File: src/rtl/hazard_pkg.sv
// Shared types and constants for the pipeline hazard unit.
package hazard_pkg;

    localparam int unsigned RegAddrW  = 4;
    localparam int unsigned StallCntW = 16;

    typedef logic [1:0] fwd_sel_t;

    localparam fwd_sel_t FWD_REG = 2'b00;
    localparam fwd_sel_t FWD_MA  = 2'b01;
    localparam fwd_sel_t FWD_WB  = 2'b10;

    localparam logic [RegAddrW-1:0] REG_ZERO = 4'd0;
    localparam logic [RegAddrW-1:0] REG_RA   = 4'd15;

    // One in-flight producer per pipeline stage.
    typedef struct packed {
        logic                valid;
        logic [RegAddrW-1:0] waddr;
        logic                is_load;
    } slot_t;

    // Youngest producer wins: EX result beats MA result.
    function automatic fwd_sel_t fwd_pick(input logic hit_ex, input logic hit_ma);
        if (hit_ex) return FWD_MA;
        if (hit_ma) return FWD_WB;
        return FWD_REG;
    endfunction

endpackage

File: src/rtl/hazard_if.sv
// Decode-stage to hazard-unit signal bundle; the hazard unit is the slave side.
interface hazard_if;

    logic                                 id_valid;
    logic [hazard_pkg::RegAddrW-1:0]      id_rs_addr;
    logic [hazard_pkg::RegAddrW-1:0]      id_rt_addr;
    logic                                 id_rs_used;
    logic                                 id_rt_used;
    logic                                 id_wr;
    logic [hazard_pkg::RegAddrW-1:0]      id_waddr;
    logic                                 id_is_load;
    logic                                 flush;
    logic                                 stall;
    hazard_pkg::fwd_sel_t                 fwd_rs_sel;
    hazard_pkg::fwd_sel_t                 fwd_rt_sel;
    logic [hazard_pkg::StallCntW-1:0]     stall_cnt;

    modport master (
        output id_valid, id_rs_addr, id_rt_addr, id_rs_used, id_rt_used,
        output id_wr, id_waddr, id_is_load, flush,
        input  stall, fwd_rs_sel, fwd_rt_sel, stall_cnt
    );

    modport slave (
        input  id_valid, id_rs_addr, id_rt_addr, id_rs_used, id_rt_used,
        input  id_wr, id_waddr, id_is_load, flush,
        output stall, fwd_rs_sel, fwd_rt_sel, stall_cnt
    );

endinterface

File: src/rtl/hazard_match.sv
// Compares one decode-stage source operand against the EX and MA producer slots.
module hazard_match
    import hazard_pkg::*;
(
    input  logic                used,
    input  logic [RegAddrW-1:0] addr,
    input  slot_t               ex_slot,
    input  slot_t               ma_slot,
    output logic                hit_ex,
    output logic                hit_ma,
    output logic                load_hit
);

    logic src_live;
    logic unused_ma_load;

    // $r0 is hardwired, so it can never carry a dependency.
    assign src_live = used && (addr != REG_ZERO);

    assign hit_ex   = src_live && ex_slot.valid && (ex_slot.waddr == addr);
    assign hit_ma   = src_live && ma_slot.valid && (ma_slot.waddr == addr);
    assign load_hit = hit_ex && ex_slot.is_load;

    assign unused_ma_load = ma_slot.is_load;

endmodule

File: src/rtl/hazard_unit.sv
// Pipeline interlock and forwarding controller for the 16-bit core.
// Define HAZARD_FORWARD_EN to build with EX operand forwarding (only load-use stalls).
module hazard_unit
    import hazard_pkg::*;
(
    input logic     clk,
    input logic     rst,
    hazard_if.slave hz
);

    slot_t                 ex_q, ma_q, wb_q, ex_d;
    logic                  rs_used, rt_used;
    logic                  rs_hit_ex, rs_hit_ma, rs_load_hit;
    logic                  rt_hit_ex, rt_hit_ma, rt_load_hit;
    logic                  stall_c;
    logic [StallCntW-1:0]  stall_cnt_q, stall_cnt_d;
    logic                  unused_wb;

    assign rs_used = hz.id_valid && hz.id_rs_used;
    assign rt_used = hz.id_valid && hz.id_rt_used;

    hazard_match u_match_rs (
        .used     (rs_used),
        .addr     (hz.id_rs_addr),
        .ex_slot  (ex_q),
        .ma_slot  (ma_q),
        .hit_ex   (rs_hit_ex),
        .hit_ma   (rs_hit_ma),
        .load_hit (rs_load_hit)
    );

    hazard_match u_match_rt (
        .used     (rt_used),
        .addr     (hz.id_rt_addr),
        .ex_slot  (ex_q),
        .ma_slot  (ma_q),
        .hit_ex   (rt_hit_ex),
        .hit_ma   (rt_hit_ma),
        .load_hit (rt_load_hit)
    );

`ifdef HAZARD_FORWARD_EN
    assign stall_c = !hz.flush && (rs_load_hit || rt_load_hit);
`else
    logic unused_load;
    assign unused_load = rs_load_hit ^ rt_load_hit;
    assign stall_c = !hz.flush && (rs_hit_ex || rs_hit_ma || rt_hit_ex || rt_hit_ma);
`endif

    assign hz.stall     = stall_c;
    assign hz.stall_cnt = stall_cnt_q;

    // WB is tracked for completeness; the write-through regfile makes its hits harmless.
    assign unused_wb = ^wb_q;

    always_comb begin
        ex_d        = '0;
        stall_cnt_d = stall_cnt_q;
        if (hz.id_valid && hz.id_wr && (hz.id_waddr != REG_ZERO) && !stall_c && !hz.flush) begin
            ex_d.valid   = 1'b1;
            ex_d.waddr   = hz.id_waddr;
            ex_d.is_load = hz.id_is_load;
        end
        if (stall_c && (stall_cnt_q != '1)) begin
            stall_cnt_d = stall_cnt_q + StallCntW'(1);
        end
    end

    always_ff @(posedge clk or negedge rst) begin
        if (!rst) begin
            ex_q        <= '0;
            ma_q        <= '0;
            wb_q        <= '0;
            stall_cnt_q <= '0;
        end else begin
            ex_q        <= ex_d;
            ma_q        <= ex_q;
            wb_q        <= ma_q;
            stall_cnt_q <= stall_cnt_d;
        end
    end

`ifdef HAZARD_FORWARD_EN
    fwd_sel_t rs_sel_q, rs_sel_d;
    fwd_sel_t rt_sel_q, rt_sel_d;

    // A stalled or flushed decode sends a bubble into EX, which needs no forwarding.
    always_comb begin
        rs_sel_d = FWD_REG;
        rt_sel_d = FWD_REG;
        if (!stall_c && !hz.flush) begin
            rs_sel_d = fwd_pick(rs_hit_ex, rs_hit_ma);
            rt_sel_d = fwd_pick(rt_hit_ex, rt_hit_ma);
        end
    end

    always_ff @(posedge clk or negedge rst) begin
        if (!rst) begin
            rs_sel_q <= FWD_REG;
            rt_sel_q <= FWD_REG;
        end else begin
            rs_sel_q <= rs_sel_d;
            rt_sel_q <= rt_sel_d;
        end
    end

    assign hz.fwd_rs_sel = rs_sel_q;
    assign hz.fwd_rt_sel = rt_sel_q;
`else
    assign hz.fwd_rs_sel = FWD_REG;
    assign hz.fwd_rt_sel = FWD_REG;
`endif

endmodule

File: src/flat_wrapper.sv
// flat-port wrapper written by rule: the top's interface ports become plain ports
module hazard_unit_flat import hazard_pkg::*;
  (clk, rst, hz_id_valid, hz_id_rs_addr, hz_id_rt_addr, hz_id_rs_used, hz_id_rt_used, hz_id_wr, hz_id_waddr, hz_id_is_load, hz_flush, hz_stall, hz_fwd_rs_sel, hz_fwd_rt_sel, hz_stall_cnt);
  hazard_if hz_i ();
  input logic clk;
  input logic rst;
  input wire logic [$bits(hz_i.id_valid)-1:0] hz_id_valid;
  input wire logic [$bits(hz_i.id_rs_addr)-1:0] hz_id_rs_addr;
  input wire logic [$bits(hz_i.id_rt_addr)-1:0] hz_id_rt_addr;
  input wire logic [$bits(hz_i.id_rs_used)-1:0] hz_id_rs_used;
  input wire logic [$bits(hz_i.id_rt_used)-1:0] hz_id_rt_used;
  input wire logic [$bits(hz_i.id_wr)-1:0] hz_id_wr;
  input wire logic [$bits(hz_i.id_waddr)-1:0] hz_id_waddr;
  input wire logic [$bits(hz_i.id_is_load)-1:0] hz_id_is_load;
  input wire logic [$bits(hz_i.flush)-1:0] hz_flush;
  output wire logic [$bits(hz_i.stall)-1:0] hz_stall;
  output wire logic [$bits(hz_i.fwd_rs_sel)-1:0] hz_fwd_rs_sel;
  output wire logic [$bits(hz_i.fwd_rt_sel)-1:0] hz_fwd_rt_sel;
  output wire logic [$bits(hz_i.stall_cnt)-1:0] hz_stall_cnt;
  assign hz_i.id_valid = hz_id_valid;
  assign hz_i.id_rs_addr = hz_id_rs_addr;
  assign hz_i.id_rt_addr = hz_id_rt_addr;
  assign hz_i.id_rs_used = hz_id_rs_used;
  assign hz_i.id_rt_used = hz_id_rt_used;
  assign hz_i.id_wr = hz_id_wr;
  assign hz_i.id_waddr = hz_id_waddr;
  assign hz_i.id_is_load = hz_id_is_load;
  assign hz_i.flush = hz_flush;
  assign hz_stall = hz_i.stall;
  assign hz_fwd_rs_sel = hz_i.fwd_rs_sel;
  assign hz_fwd_rt_sel = hz_i.fwd_rt_sel;
  assign hz_stall_cnt = hz_i.stall_cnt;
  hazard_unit u_core (.clk(clk), .rst(rst), .hz(hz_i));
endmodule
File: config.mk
export PLATFORM = sky130hd
export DESIGN_NAME = hazard_unit_flat
export DESIGN_NICKNAME = d
export VERILOG_FILES = /design/src/rtl/hazard_pkg.sv /design/src/rtl/hazard_if.sv /design/src/rtl/hazard_match.sv /design/src/rtl/hazard_unit.sv /design/src/flat_wrapper.sv
export SDC_FILE = /design/constraint.sdc
export NUM_CORES = 1
export LEC_CHECK = 0
export CELL_PAD_IN_SITES_DETAIL_PLACEMENT = 0
export CELL_PAD_IN_SITES_GLOBAL_PLACEMENT = 2
export CORE_MARGIN = 5
export CORE_UTILIZATION = 31
export DETAILED_ROUTE_END_ITERATION = 8
export HOLD_SLACK_MARGIN = 0.08
export PLACE_DENSITY_LB_ADDON = 0.08
export SKIP_LAST_GASP = 1
export SYNTH_ARGS = -nofsm -noshare
export SYNTH_HDL_FRONTEND = slang
export SYNTH_SLANG_ARGS = --single-unit
export TNS_END_PERCENT = 10
File: constraint.sdc
create_clock -name clk -period 4.9 [get_ports clk]
set_input_delay 0.49 -clock clk [delete_from_list [all_inputs] [get_ports clk]]
set_output_delay 0.49 -clock clk [all_outputs]
set_load 0.01 [all_outputs]
==> results.md, run 1 <==
* Reg-to-Reg Start: u_core.hz.stall_cnt[0]
* Deepest level of the CTS H-tree at 1
* Largest fanout on the critical path at 17
* Final wirelength at 3180 microns
* Portion of total power attributed to sequential cells at 0.544
* Worst EP required at 4.41 ns
* Comb power frac at 0.113
* Number of enable flip-flop cells after synthesis at 0
* Number of antenna repair diodes at 0
* Pin slew with the least headroom to its limit at 0.636 ns
* CP Buf/Inv Count at 2
* Worst EP arrival at 2.53 ns
* Maximum clock insertion buffer count at 2
* Largest stage delay on the critical path at 0.57 ns
* Total power density per cell area at 225 mW/mm^2
* Total DRC errors in the routed layout at 0
* Hold/Removal Path Class: reg -> reg
* Final count of pins violating max slew at 0
* DRT iter0 DRCs at 37
* Number of rows created at floorplan at 24
* Most frequently used flop master after synthesis: sky130_fd_sc_hd__dfrtp_1
* Crit. path cell count at 8
* Most area-hungry cell type in the Yosys netlist: sky130_fd_sc_hd__dfrtp_1
* Later-pin clock latency in the skew report at 0.27 ns
* Number of cells on the worst reg-to-reg path at 8
* Largest net degree at the start of global routing at 27
* Net total in the final layout at 187
* Async SR Flop Fraction at 1.00
* Setup repair bufs after CTS at 0
* Filler cells at 414
* Worst setup path class: in -> out
* Setup TNS at 0 ns
* Netlist cell types at 29
* Worst slew margin relative to its limit at 0.573
* Status: completed
* Die Span Y at 76.8 microns
* Share of cells above drive strength 1 at 0.0667
* Number of nets still failing antenna checks after routing at 0
* Post-Syn Area per Cell at 10.8 sq um
* Initial antenna violation count at 0
* Detailed-router iteration count before antenna repair at 4
* Port Buf Inserts at 35
* Final hold violation count at 0
* Share of the synthesized area in the top cell type at 0.470
* Fraction of power consumed by the clock network at 0.342
* Switching power total at 0.0949 mW
* Clock transition at the registers of the reported paths at 0.09 ns
* Top cells by area, synth: sky130_fd_sc_hd__dfrtp_1 47%, sky130_fd_sc_hd__xor2_1 16%, sky130_fd_sc_hd__nor4_1 4.5%
* Per-cell via count in the routed design at 4.82
* Total vias in the final route at 1,046
* Routed wire length per instance at 14.7 microns
* CP delay by family, top: buffers and inverters
* Worst hold-check slack at 0.421 ns
* Global placer's final weighted congestion at 0.716
* Fraction of power spent switching nets at 0.231
* Standard cell core area at 0.00435 sq mm
* Crit path max-delay cell type: sky130_fd_sc_hd__clkdlybuf4s50_1
* Max Fclk at 331 MHz
* Final worst path period share at 0.616
* Total overflow reported by the global router at 0
* Number of warnings reported in the yosys synthesis log at 0
* FF+latch count, synth at 26
* Sequential-to-total area share from yosys stat at 0.470
* IO Count at 41
* Maximum capacitance violations at 0
* # setup viols final at 0
* Global-route usage over all layers at 0.111
* Internal Pwr Total at 0.316 mW
* Chain of cells forming the critical path: clkdlybuf4s50_1 -> xnor2_1 -> nand2_1 -> nor4_1 -> a31oi_1 -> o22a_4 -> nor2_1 -> clkdlybuf4s50_1
* Number of global-route vias before repair at 1,119
* Clock tree from TritonCTS: done
* Slack of the worst reg-to-reg path at 2.48 ns
* Crit path capture: hz_stall
* Setup repair after global routing missed its margin: false
* Clk_skew at 0.00234 ns
* Reg-to-reg endpoint: u_core.hz.stall_cnt[4]
* LEAKAGE at 0.864 nW
* Area growth, synth to finish at 32.1%
* Starting utilization of the core area at 0.318
* Netlist area before placement at 0.00138 sq mm
* CTS Sinks at 26
* Dominant cell type by count on the critical path: sky130_fd_sc_hd__clkdlybuf4s50_1
* Endpoint class of the critical path: primary output
* Post-cts hold buffer count at 0
* Wire length of the first global-routing pass at 5340 microns
* Resized Gates After CTS at 0
* Detailed-placement wirelength estimate at 2380 microns
* Syn Inst Count at 128
* Area enclosed by the die boundary at 0.00590 sq mm
* Chip width at 76.8 microns
* Worst ir drop on vdd at 0.125 mV
* Final Critical Period at 3.02 ns
* Buffer cell driving the clock tree root: sky130_fd_sc_hd__clkbuf_8
* Fin util at 0.420
* Nature of the critical path startpoint: input pin
* Sum of internal, switching and leakage power at 0.411 mW
* Number of clock buffers inserted by TritonCTS at 3
* Crit path launch: hz_id_rs_addr[2]
## per-layer routing
| metal | GRT usage | share of wire |
|---|---|---|
| met3 | 0.0293 | 0.055 |
| met5 | 0 | 0 |
| met1 | 0.149 | 0.49 |
| met4 | 0.0472 | 0.016 |
| met2 | 0.166 | 0.44 |
## worst min-delay path by stage
stage / end / from / depth (start not counted) / slack, ns
floorplan: u_core.ex_q[1] / rst / 0 / 0.19
global placement: u_core.ma_q[5] / u_core.ex_q[5] / 0 / 0.39
detailed placement: u_core.ma_q[5] / u_core.ex_q[5] / 0 / 0.40
CTS: u_core.ma_q[5] / u_core.ex_q[5] / 0 / 0.42
global route: u_core.ma_q[5] / u_core.ex_q[5] / 0 / 0.44
finish: u_core.ma_q[5] / u_core.ex_q[5] / 0 / 0.42
## final cells by class
type                    count  area [sq um]  area share
inverters                   1          3.75     0.00205
clock buffers               4          55.1      0.0301
flip-flops and latches     26           651       0.356
well taps                  52          65.1      0.0356
multi-input cells          98           696       0.381
repair buffers             36           358       0.196
## per-stage QoR
stage	setup WS, ns	std cells	area [sq um]
after global placement	1.93	213	1770
final	1.88	217	1830
after global routing	1.79	217	1830
after floorplan	2.90	131	1400
after detailed placement	1.91	213	1770
after CTS	1.89	217	1830
## placed cells by master, fill, tap and decap left out, drive strengths merged
cell type	instances
ha	1
or4	2
buf	1
nand3	7
and3	2
nand2b	1
xnor2	4
inv	1
xor2	26
and3b	3
mux2	2
nor4	12
nand3b	1
nor4b	2
or3	1
and2	5
a31oi	2
nor3	5
dfrtp	26
conb	4
nor2	4
clkbuf	4
o22a	1
nand2	12
clkdlybuf4s50	35
nor3b	1
## Yosys cell counts, types with 3 or more instances
cell / n
sky130_fd_sc_hd__dfrtp_1: 26
sky130_fd_sc_hd__xor2_1: 26
sky130_fd_sc_hd__nand2_1: 12
sky130_fd_sc_hd__nor4_1: 10
sky130_fd_sc_hd__nand3_1: 7
sky130_fd_sc_hd__and2_1: 5
sky130_fd_sc_hd__nor3_1: 5
sky130_fd_sc_hd__buf_4: 4
sky130_fd_sc_hd__nor2_1: 4
sky130_fd_sc_hd__xnor2_1: 4
sky130_fd_sc_hd__and3b_1: 3
## worst register-to-register path: stages, from the launching register on
cell	delay [ns]
sky130_fd_sc_hd__dfrtp_1	0.42
sky130_fd_sc_hd__ha_1	0.18
sky130_fd_sc_hd__and3_1	0.18
sky130_fd_sc_hd__nand3_1	0.17
sky130_fd_sc_hd__nand2b_1	0.27
sky130_fd_sc_hd__nor4_4	0.51
sky130_fd_sc_hd__nor2_1	0.20
sky130_fd_sc_hd__and3b_1	0.25
sky130_fd_sc_hd__xor2_1	0.14
## logic make-up after synthesis
| group | share of synthesized area |
|---|---|
| flops | 0.470 |
| buf+inv | 0.0353 |
| simple gates | 0.255 |
| mux | 0.0163 |
| other cells | 0.00271 |
| fa+ha+maj | 0.00904 |
| xor+xnor | 0.190 |
| compound gates | 0.0217 |
## power groups by stage
stage,Sequential [mW],Clock [mW],Combinational (mW)
global placement,0.228,0,0.0472
global route,0.224,0.157,0.0511
finish,0.224,0.141,0.0466
CTS,0.224,0.147,0.0473
floorplan,0.228,0,0.0185
detailed placement,0.228,0,0.0471
## registers in the layout, indices dropped and copies added (netlist names)
| name | count |
|---|---|
| u_core.ma_q | 5 |
| u_core.hz.stall_cnt | 16 |
| u_core.ex_q | 5 |
(Power assumes the default switching activity.)
==> run 2, diff against run 1 <==
--- a/config.mk
+++ b/config.mk
@@ -8,7 +8,7 @@
 export CELL_PAD_IN_SITES_DETAIL_PLACEMENT = 0
 export CELL_PAD_IN_SITES_GLOBAL_PLACEMENT = 2
 export CORE_MARGIN = 5
-export CORE_UTILIZATION = 31
+export CORE_UTILIZATION = 29
 export DETAILED_ROUTE_END_ITERATION = 8
 export HOLD_SLACK_MARGIN = 0.08
 export PLACE_DENSITY_LB_ADDON = 0.08
==> constraint.sdc (replaced) <==
create_clock -name clk -period 3 [get_ports clk]
set_input_delay 0.3 -clock clk [delete_from_list [all_inputs] [get_ports clk]]
set_output_delay 0.3 -clock clk [all_outputs]
set_load 0.01 [all_outputs]
==> results.md, run 2 (synthesis gave the netlist of run 1 again) <==
* Status: completed
* Setup TNS at 0 ns (unchanged)
* Fraction of power spent switching nets at 0.219 (-0.0122)
* Number of cells on the worst reg-to-reg path at 8 (unchanged)
* Number of nets still failing antenna checks after routing at 0 (unchanged)
* Reg-to-Reg Start: u_core.hz.stall_cnt[0]
* Clock transition at the registers of the reported paths at 0.10 ns (about the same)
* Clk_skew at 0.00719 ns (+0.00485 ns)
* Sum of internal, switching and leakage power at 0.739 mW (+80%)
* Total area of multi-input combinational cells at 696 sq um (unchanged)
* DRT iter0 DRCs at 51 (+38%)
* Clock tree from TritonCTS: done
* Setup repair after global routing missed its margin: false
* Portion of total power attributed to sequential cells at 0.494 (-0.050)
* LEAKAGE at 0.877 nW (+1.4%)
* Buffer cell driving the clock tree root: sky130_fd_sc_hd__clkbuf_8
* Hold/Removal Path Class: in -> async
* Switching power total at 0.162 mW (+70%)
* Number of clock buffers inserted by TritonCTS at 3 (unchanged)
* Met2 usage at 0.175 (+0.00870)
* Largest fanout on the critical path at 17 (unchanged)
* Routed wire length per instance at 14.9 microns (+1.4%)
* Nature of the critical path startpoint: input pin
* Post-cts hold buffer count at 0 (unchanged)
* Met1 track demand over resource at 0.159 (+0.00978)
* Number of global-route vias before repair at 1,110 (-0.80%)
* IO Count at 41 (unchanged)
* Most common library cell in the layout ignoring fill and taps: sky130_fd_sc_hd__clkdlybuf4s50_1
* Share of cells above drive strength 1 at 0.0723 (+0.00562)
* Worst setup path class: in -> out
* Worst hold-check slack at 0.385 ns (-0.0362 ns)
* Total overflow reported by the global router at 0 (unchanged)
* CTS Sinks at 26 (unchanged)
* Later-pin clock latency in the skew report at 0.28 ns (about the same)
* Final hold violation count at 0 (unchanged)
* Worst EP required at 2.70 ns (-1.71 ns)
* Starting utilization of the core area at 0.295 (-0.0229)
* Die Span Y at 79.1 microns (+3.0%)
* M3 GR Usage at 0.0249 (-0.00433)
* Final worst path period share at 0.856
* Endpoint class of the critical path: primary output
* Total DRC errors in the routed layout at 0 (unchanged)
* Worst ir drop on vdd at 0.147 mV (+18%)
* Maximum clock insertion buffer count at 2 (unchanged)
* Setup repair bufs after CTS at 0 (unchanged)
* Deepest level of the CTS H-tree at 1 (unchanged)
* Worst EP arrival at 2.27 ns (-0.26 ns)
* Placement-stage worst setup slack at 0.426 ns (-1.49 ns)
* Area taken by flip-flops and latches at 651 sq um (unchanged)
* PnR worst setup slack at 0.431 ns (-1.45 ns)
* Total vias in the final route at 1,032 (-1.3%)
* Standard cell core area at 0.00469 sq mm (+7.8%)
* Largest net degree at the start of global routing at 27 (unchanged)
* Per-cell via count in the routed design at 4.69 (-2.7%)
* Final Critical Period at 2.57 ns
* Wire length of the first global-routing pass at 5570 microns (+4.3%)
* Global placer's final weighted congestion at 0.759 (+6.0%)
* Max Fclk at 389 MHz
* Comb power frac at 0.103 (-0.010)
* Most frequent cells in the layout: 35 x sky130_fd_sc_hd__clkdlybuf4s50_1, 26 x sky130_fd_sc_hd__xor2_1, 26 x sky130_fd_sc_hd__dfrtp_1
* Resized Gates After CTS at 0 (unchanged)
* Final count of pins violating max slew at 0 (unchanged)
* Area growth, synth to finish at 34.0%
* Final wirelength at 3270 microns (+2.8%)
* Initial antenna violation count at 0 (unchanged)
* Number of antenna repair diodes at 0 (unchanged)
* Reg-to-reg endpoint: u_core.hz.stall_cnt[8]
* Busiest grt layer: met2
* Internal Pwr Total at 0.577 mW (+83%)
* Port Buf Inserts at 35 (unchanged)
* Net total in the final layout at 188 (+0.53%)
* Flip-flop count of the largest register, all copies and words added at 16 (unchanged)
* Detailed-placement wirelength estimate at 2490 microns (+4.8%)
* Chip width at 79.1 microns (+3.0%)
* Slack of the worst reg-to-reg path at 0.81 ns (-1.67 ns)
* Global-route usage over all layers at 0.114 (+0.00320)
* Detailed-router iteration count before antenna repair at 4 (unchanged)
* # setup viols final at 0 (unchanged)
* Maximum capacitance violations at 0 (unchanged)
* Fraction of power consumed by the clock network at 0.403 (+0.061)
* Area enclosed by the die boundary at 0.00625 sq mm (+6.0%)
* Filler cells at 471 (+14%)
* Number of rows created at floorplan at 25 (+4.2%)
* Total power density per cell area at 398 mW/mm^2 (+77%)
run 2: final cells by class:
cell class	instances	area share
clock buffers	3	0.0223
clock inverters	1	0.0162
inverters	1	0.00202
multi-input cells	98	0.375
flip-flops and latches	26	0.351
well taps	54	0.0364
repair buffers	37	0.197
run 2: routing by layer:
| layer | share of wire | wire length [microns] |
|---|---|---|
| met2 | 0.45 | 1470 |
| met3 | 0.051 | 166 |
| met5 | 0 | 0 |
| met4 | 0.0058 | 19 |
| met1 | 0.49 | 1620 |
run 2: worst max-delay path, stage by stage:
cell                              delay (ns)
sky130_fd_sc_hd__clkdlybuf4s50_1        0.46
sky130_fd_sc_hd__xor2_1                 0.18
sky130_fd_sc_hd__nor4_1                 0.29
sky130_fd_sc_hd__a31oi_1                0.09
sky130_fd_sc_hd__o22a_4                 0.28
sky130_fd_sc_hd__nor2_1                 0.11
sky130_fd_sc_hd__clkdlybuf4s50_1        0.55
run 2: power by group through the flow:
| stage | Clock (mW) | Sequential (mW) | Combinational, mW |
|---|---|---|---|
| finish | 0.298 | 0.365 | 0.0757 |
| floorplan | 0 | 0.372 | 0.0302 |
| global placement | 0 | 0.372 | 0.0764 |
| CTS | 0.307 | 0.365 | 0.0775 |
| global route | 0.322 | 0.366 | 0.0843 |
| detailed placement | 0 | 0.372 | 0.0772 |
run 2: how the worst max path moves through the flow:
stage / start / end / depth (start not counted)
2_1_floorplan: u_core.hz.stall_cnt[0] / u_core.hz.stall_cnt[4] / 8
3_3_place_gp: hz_id_rs_addr[1] / hz_stall / 7
3_5_place_dp: hz_id_rs_addr[2] / hz_stall / 8
4_1_cts: hz_id_rs_addr[2] / hz_stall / 8
5_1_grt: hz_id_rt_addr[1] / hz_stall / 7
6_report: hz_id_rs_addr[1] / hz_stall / 7
run 2: through the flow:
stage,std cells,area (sq um),util
after global routing,220,1850,0.395
final,220,1850,0.395
after global placement,216,1780,0.380
after detailed placement,216,1780,0.380
after CTS,220,1850,0.395
after floorplan,131,1400,-
